==> config.mk <==
export PLATFORM = sky130hd
export DESIGN_NAME = tff_counter_sequencer
export DESIGN_NICKNAME = d
export VERILOG_FILES = /design/src/rtl/tff_seq_pkg.sv /design/src/rtl/tff_seq_next.sv /design/src/rtl/tff_counter_sequencer.sv
export SDC_FILE = /design/constraint.sdc
export NUM_CORES = 1
export LEC_CHECK = 0
export BUFFER_PORTS_ARGS = -buffer_cell sky130_fd_sc_hd__buf_2
export CORE_MARGIN = 8
export CORE_UTILIZATION = 50
export DETAILED_ROUTE_END_ITERATION = 8
export PLACE_DENSITY_LB_ADDON = 0.05
export SLEW_MARGIN = 10
export SYNTH_ARGS = -nofsm -noshare
export SYNTH_HDL_FRONTEND = slang
export SYNTH_SLANG_ARGS = --single-unit
==> constraint.sdc <==
create_clock -name clk -period 2.2 [get_ports clk]
set_input_delay 0.33 -clock clk [delete_from_list [all_inputs] [get_ports clk]]
set_output_delay 0.33 -clock clk [all_outputs]
set_load 0.01 [all_outputs]
==> src/rtl/tff_seq_pkg.sv <==
// Shared command and state encodings for the T-flip-flop counter sequencer.
package tff_seq_pkg;

  typedef enum logic [1:0] {
    OP_CONFIG = 2'd0,
    OP_START  = 2'd1,
    OP_STOP   = 2'd2,
    OP_LOAD   = 2'd3
  } op_e;

  typedef enum logic [1:0] {
    S_IDLE = 2'd0,
    S_RUN  = 2'd1,
    S_DONE = 2'd2
  } state_e;

endpackage

==> src/rtl/tff_seq_next.sv <==
// Next-count generator: one step of the counter in the configured direction,
// wrapping at the programmed limit. Shared by the step path and t_vec.
module tff_seq_next #(
  parameter int unsigned WIDTH = 4
) (
  input  logic [WIDTH-1:0] count_i,
  input  logic [WIDTH-1:0] limit_i,
  input  logic             dir_i,
  output logic [WIDTH-1:0] next_count_o,
  output logic             wrap_o
);

  // Up wraps limit->0, down wraps 0->limit; limit=0 holds at 0 and always wraps.
  always_comb begin
    wrap_o       = 1'b0;
    next_count_o = count_i;
    if (!dir_i) begin
      wrap_o       = (count_i == limit_i);
      next_count_o = wrap_o ? '0 : count_i + 1'b1;
    end else begin
      wrap_o       = (count_i == '0);
      next_count_o = wrap_o ? limit_i : count_i - 1'b1;
    end
  end

endmodule

==> src/rtl/tff_counter_sequencer.sv <==
// Command-driven sequencer for a bank of T flip-flop counter cells.
// Holds the architectural count and emits the per-bit toggle vector so the
// external T-cell bank always tracks the registered count.
module tff_counter_sequencer
  import tff_seq_pkg::*;
#(
  parameter int unsigned WIDTH     = 4,
  parameter int unsigned RST_LIMIT = (2 ** WIDTH) - 1
) (
  input  logic             clk,
  input  logic             rst,
  input  logic             cmd_valid,
  output logic             cmd_ready,
  input  logic [1:0]       cmd_op,
  input  logic [WIDTH-1:0] cmd_data,
  input  logic             cmd_dir,
  input  logic             cmd_oneshot,
  input  logic             count_en,
  output logic [WIDTH-1:0] count,
  output logic [WIDTH-1:0] t_vec,
  output logic             busy,
  output logic             tc,
  output logic             done,
  output logic             err
);

  localparam logic [WIDTH-1:0] LIMIT_RST = WIDTH'(RST_LIMIT);

  state_e           state_q, state_d;
  logic [WIDTH-1:0] count_q, count_d;
  logic [WIDTH-1:0] limit_q, limit_d;
  logic             dir_q, dir_d;
  logic             oneshot_q, oneshot_d;
  logic             tc_q, tc_d;
  logic             err_q, err_d;

  logic [WIDTH-1:0] next_count;
  logic             wrap;
  logic             accept;
  logic             step;
  op_e              op;

  tff_seq_next #(.WIDTH(WIDTH)) u_next (
    .count_i      (count_q),
    .limit_i      (limit_q),
    .dir_i        (dir_q),
    .next_count_o (next_count),
    .wrap_o       (wrap)
  );

  assign op        = op_e'(cmd_op);
  assign cmd_ready = (state_q != S_DONE);
  assign accept    = cmd_valid & cmd_ready;
  // An accepted command always pre-empts a counting step on the same edge.
  assign step      = (state_q == S_RUN) & count_en & ~accept;
  assign t_vec     = step ? (count_q ^ next_count) : '0;
  assign count     = count_q;
  assign busy      = (state_q == S_RUN);
  assign done      = (state_q == S_DONE);
  assign tc        = tc_q;
  assign err       = err_q;

  // Next-state: command decode has priority over stepping; flags default low.
  always_comb begin
    state_d   = state_q;
    count_d   = count_q;
    limit_d   = limit_q;
    dir_d     = dir_q;
    oneshot_d = oneshot_q;
    tc_d      = 1'b0;
    err_d     = 1'b0;
    if (state_q == S_DONE) begin
      state_d = S_IDLE;
    end else if (accept) begin
      unique case (op)
        OP_CONFIG: begin
          if (state_q == S_IDLE) begin
            limit_d   = cmd_data;
            dir_d     = cmd_dir;
            oneshot_d = cmd_oneshot;
            if (count_q > cmd_data) count_d = cmd_data;
          end else begin
            err_d = 1'b1;
          end
        end
        OP_START: if (state_q == S_IDLE) state_d = S_RUN;
        OP_STOP:  if (state_q == S_RUN)  state_d = S_IDLE;
        OP_LOAD: begin
          if (cmd_data <= limit_q) begin
            count_d = cmd_data;
          end else begin
            count_d = limit_q;
            err_d   = 1'b1;
          end
        end
        default: ;
      endcase
    end else if (step) begin
      count_d = next_count;
      if (wrap) begin
        tc_d = 1'b1;
        if (oneshot_q) state_d = S_DONE;
      end
    end
  end

  // State, configuration and registered pulse flags.
  always_ff @(posedge clk or negedge rst) begin
    if (!rst) begin
      state_q   <= S_IDLE;
      count_q   <= '0;
      limit_q   <= LIMIT_RST;
      dir_q     <= 1'b0;
      oneshot_q <= 1'b0;
      tc_q      <= 1'b0;
      err_q     <= 1'b0;
    end else begin
      state_q   <= state_d;
      count_q   <= count_d;
      limit_q   <= limit_d;
      dir_q     <= dir_d;
      oneshot_q <= oneshot_d;
      tc_q      <= tc_d;
      err_q     <= err_d;
    end
  end

endmodule

**After elaboration in Yosys (flattened, before gate mapping)**

Index checks and enable logic that the tools add are counted.
Widths: inputs -> output; s select.

- Flip-flop bits (word level): 14
- Output and inout port bits: 13

- Add/subtract/negate cells: 2
- Magnitude comparators: 2
- Equal/unequal tests: 13
- Mux-type cells: 28
- Bitwise operators: 6
- Reduce and logical (&&, ||, !) cells: 10

Operators by type and width:

| operator | count |
|---|---|
| $mux 4 | 9 |
| $mux 2 | 7 |
| $mux 1 | 9 |
| $reduce_bool 3->1 | 3 |
| $ne 4x4->1 const B | 2 |
| $pmux 4 s2 | 1 |
| $eq 2x2->1 const B | 3 |
| $ne 3x3->1 const B | 2 |
| $reduce_and 6->1 | 1 |
| $reduce_and 5->1 | 1 |
| $add 4x1->4 const B | 1 |
| $eq 2x1->1 const B | 2 |
| $eq 4x4->1 | 1 |
| $gt 4x4->1 | 1 |
| $le 4x4->1 | 1 |
| $logic_not 2->1 | 2 |
| $logic_not 4->1 | 1 |
| $ne 4x2->1 const B | 1 |
| $pmux 2 s2 | 1 |
| $reduce_and 4->1 | 1 |
| $sub 4x1->4 const B | 1 |
| $xor 4x4->4 | 1 |
| $and 1x1->1 | 3 |
| $ne 3x1->1 const B | 1 |
| other kinds (4) | 5 |

**Depth between registers and ports, before layout**

- Word-level depth: 7
- Gate-level depth with buffers: 9
- Depth with buffers taken out: 7

**Hierarchy**

From an unflattened synthesis, not the netlist that was laid out.

- Cells, all modules: 157
- Area, all modules: 1343.8 um^2

Modules (own cells, without submodules):

| module | instances | cells an instance | area an instance (um^2) |
|---|---|---|---|
| tff_counter_sequencer | 1 | 117 | 1058.5 |
| tff_seq_next | 1 | 40 | 285.3 |

**Worst setup path before layout**

OpenSTA, ideal clock, no wires.

- Kind: register to output
- Start: register count_q[0], in the netlist count[0]
- End: output t_vec[1]
- Arrival time: 1.951 ns
- Required time: 1.870 ns
- Setup slack: -0.081 ns
- Cell stages (with the launch flop): 9
- Path buffers: 1
- Path through: dfrtp_1 > buf_2 > inv_1 > ha_1 > or3b_2 > a211oi_1 > a31oi_1 > xnor2_1 > nor2_1

- Word-level cells in the longest chain between the ends: 5
- Elaborated cells on any way between the ends: 9
- Classes of those cells: add/sub: 2; eq/ne: 1; mux: 4; bitwise: 1; reduce/logical: 1

RTL lines:

| element | RTL line | source |
|---|---|---|
| from (decl) | tff_counter_sequencer.sv:30 | `logic [WIDTH-1:0] count_q, count_d;` |
| from (signal assigned) | tff_counter_sequencer.sv:119 | `count_q <= count_d;` |
| $add 4x1->4 (tied with other cells) | tff_seq_next.sv:19 | `next_count_o = wrap_o ? '0 : count_i + 1'b1;` |
| $mux 4, on equally long branches | tff_seq_next.sv:19, tff_seq_next.sv:22 |  |
| $mux 4 * | tff_seq_next.sv:17 | `if (!dir_i) begin` |
| $xor 4x4->4 * | tff_counter_sequencer.sv:56 | `assign t_vec = step ? (count_q ^ next_count) : '0;` |
| $mux 4 * | tff_counter_sequencer.sv:56 |  |
| to (decl) | tff_counter_sequencer.sv:20 | `output logic [WIDTH-1:0] t_vec,` |

Mark *: on every way between the ends. The rest lies on a longest branch, timed or not.

**Final worst setup path**

Ends and elaborated chain as after synthesis.

==> impl_metrics.csv <==
group,metric,value,unit
status,run_status,"complete, but fails checks",
status,violations,"setup timing",
timing,final-hold-violation-count,0,
setup_path,timing.reg2reg.worst_path_depth,7,
final_layout,multi_input_comb_area,930,sq um
synthesis,edff_count_synth,0,
global_routing,grt_pass1_vias,1371,
synthesis,syn_area_per_cell,8.48,sq um
die,placementRows,18,
synthesis,synthesis.nets,185,
final_layout,instances_no_fill,227,
setup_path,path_class,"reg2out",
cts,clock-sinks,14,
power_and_ir_drop,seq_power_share,23.1,%
drt,drtPass1Iterations,4,
final_layout,seqCellArea,355,sq um
drt,vias,1343,
final_layout,final_cell_utilization_of_the_core,67.1,%
global_routing,antenna_found_initial,0,
power_and_ir_drop,p_int,1230,uW
global_routing,largest_net_degree_at_the_start_of_global_routing,15,
setup_path,critPathCaptureType,"output port",
cts,clock_tree.htree_level_count,1,
timing,fin_setup_tns,-177,ps
timing,slew_viol_final,0,
power_and_ir_drop,p_comb_share,69.6,%
drt,drt_iter0_drc,153,
power_and_ir_drop,power.leakage,0.000800,uW
global_routing,gr-usage-all-layers,17.3,%
timing,timing.fmax,439,MHz
drt,drc,0,
cts,insertion_delay,280,ps
power_and_ir_drop,report.power.total,2220,uW
timing,finalHoldWorstSlack,278,ps
die,die-area,4550,sq um
power_and_ir_drop,clock_power_share,7.3,%
timing,layout_worst_path_cycle_share,104,%
worst_hold_path,hold_path.class,"in2reg",
global_routing,first_pass_grt_wire_length,6240,um
cts,cts_tree,"yes",
die,top_level_ports,25,
setup_path,critical_path.max_fanout,2,
placed_design,place.gp.congestion,0.882,
timing,rsz0062_at_grt,"yes",
worst_hold_path,min_delay_worst_endpoint,"dir_q",
global_routing,gr-usage-met3,3.48,%
worst_hold_path,worst_hold_startpoint,"cmd_dir",
global_routing,grt_util_met1,21.0,%
timing,max_slew_margin,70.8,%
setup_path,cp_data_arrival_time,1950,ps
drt,average_via_count_per_standard_cell,5.92,
cts,clkTransAtPathRegs,90,ps
timing,fin_ws,-79.3,ps
synthesis,synthDistinctLibCells,42,
worst_hold_path,hold_path_depth,2,
drt,wirelength,3650,um
setup_path,worst_setup_path_start_kind,"flop",
final_layout,drive_gt1_share,32.0,%
timing,endpoints_failing_setup,4,
synthesis,cells_after_synthesis,156,
synthesis,post_synth_design_cell_area,1320,sq um
drt,antenna_nets_post_route,0,
final_layout,final_nets,227,
synthesis,ys_dominant_reg_cell,"dfrtp_1",
timing,finalCriticalPeriod,2280,ps
timing,slew_at_the_pin_closest_to_its_max_slew_limit,437,ps
die,chipHeight,67.4,um
global_routing,busiest_layer,"met2",
power_and_ir_drop,power-per-cell-area,1320,nW/um^2
setup_path,r2r_slack,80,ps
synthesis,yosys_register_bits,14,
power_and_ir_drop,power.switching_fraction,44.5,%
cts,cts-root-to-sink-buffers,2,
final_layout,area_growth_syn_to_layout,26.9,%
placed_design,place.port_buffers,24,
setup_path,r2r_start,"count[1]",
synthesis,synth.yosys.seq_area_share,26.9,%
placed_design,dp_hpwl,2790,um
synthesis,async_flop_share,100,%
global_routing,grt.met2_usage,28.3,%
cts,clockRootBuffer,"clkbuf_4",
die,placeableCoreArea,2500,sq um
drt,avgRoutedWirePerCell,16.1,um
placed_design,dpl.cell_count,215,
final_layout,fillers,228,
timing,final.setup_skew,5.51,ps
synthesis,yosys_warnings,0,
run,max_cap_violations,0,
final_layout,antenna_cells_inserted,0,
die,chipWidth,67.4,um
power_and_ir_drop,ir_worst_vdd,0.853,mV
power_and_ir_drop,switching_power,989,uW
setup_path,crit_path_required_time,1870,ps
die,initial_core_util,52.9,%
cts,cts-buffers-inserted,3,
global_routing,grt_remaining_overflow,0,
setup_path,worst_r2r_endpoint,"count[2]",
==> metrics by stage <==
stage | setup slack (ps) | area [sq um]
after floorplan | 2.55 | 1340
after global placement | 102 | 1530
after detailed placement | 34.9 | 1530
after CTS | -33.9 | 1640
after global routing | -158 | 1680
final | -79.3 | 1680
==> synth_stat cells (2+ instances only) <==
cell type / instances / area (sq um)
o21ai_0: 14 / 70.1
xnor2_1: 7 / 61.3
nor2b_1: 3 / 18.8
nor3b_1: 2 / 15.0
nand2b_1: 2 / 12.5
o211ai_1: 2 / 15.0
nand2_1: 12 / 45.0
nand3_1: 5 / 25.0
ha_1: 17 / 213
a21oi_1: 6 / 30.0
nand4b_1: 3 / 26.3
o221ai_1: 2 / 17.5
a31oi_1: 3 / 18.8
nor2_1: 6 / 22.5
a211oi_1: 4 / 30.0
nor3_1: 2 / 10.0
inv_1: 19 / 71.3
o31a_1: 2 / 17.5
nand4_1: 5 / 31.3
and2_1: 2 / 12.5
buf_2: 3 / 15.0
dfrtp_1: 10 / 250
dfstp_2: 4 / 105
nor4b_1: 2 / 17.5
mux2_2: 2 / 22.5
==> power groups by stage <==
stage                     clock network [uW]  registers [uW]  logic (uW)
after floorplan                            0             516         897
after global placement                     0             499        1250
after detailed placement                   0             506        1290
after CTS                                163             506        1460
after global routing                     178             525        1720
final                                    162             513        1550
==> cell families (layout without fill, tap and decap cells) <==
group / count (synthesis) / after routing / share of synthesized area, %
muxes: 3 / 3 / 2.46
xor gates and xnor gates: 7 / 7 / 4.64
DFF: 14 / 14 / 26.9
buffers and inverters: 23 / 64 / 7.38
adders and majority gates: 17 / 17 / 16.1
and+or+nand+nor: 50 / 50 / 21.4
AOI/OAI and AO/OA: 42 / 42 / 21.2
==> routing by layer <==
metal  vias up  routed length [um]
met4         0                 118
met3        12                 176
met2        43                1770
li1        658                   -
met5         -                   0
met1       630                1590
==> critical path, cell delays in order, from the launching register on <==
cell,delay [ps]
dfrtp_1,410
inv_2,80
ha_4,140
or3b_4,380
a211oi_2,220
a31oi_2,80
xnor2_1,170
nor2_1,50
buf_2,140
==> final cells by class <==
type,count,share of cell area [%]
Sequential cell,14,21.2
Multi-Input combinational cell,119,55.4
Tap cell,30,2.24
Inverter,19,4.25
Clock buffer,4,1.57
Timing Repair Buffer,41,15.4
==> sequential cells by signal, summed over array words and instances (netlist names) <==
| signal | cells |
|---|---|
| dir_q | 1 |
| tc | 1 |
| count | 4 |
| state_q | 2 |
| err | 1 |
| limit_q | 4 |
| oneshot_q | 1 |
==> cell usage in the layout (no fill, tap or decap), drive strengths merged, types with 4 or more instances in the layout <==
master / n
ha: 17
nand4: 5
inv: 19
dfstp: 4
a211oi: 4
o21ai: 14
nand3: 5
nand2: 12
xnor2: 7
a21oi: 6
buf: 40
nor2: 6
dfrtp: 10
clkbuf: 4
==> worst max-delay path by stage <==
stage,from,to,slack (ps),cells past startpoint
global route,count[0],t_vec[1],-160,8
floorplan,count[0],t_vec[1],3,8
finish,count[0],t_vec[1],-80,8
detailed placement,count[1],t_vec[1],30,8
global placement,count[1],t_vec[1],100,8
CTS,count[0],t_vec[1],-30,8
==> repair_timing <==
action / CTS / global route
gates resized for setup: 6 / 8
cloned: 0 / 0
setup endpoints to repair: 3 / 5
pin swaps: 6 / 3
hold endpoints to repair: 10 / 0
hold buffers: 1 / 0
setup buffers: 8 / 0
Power figures use the tool's default switching activity.
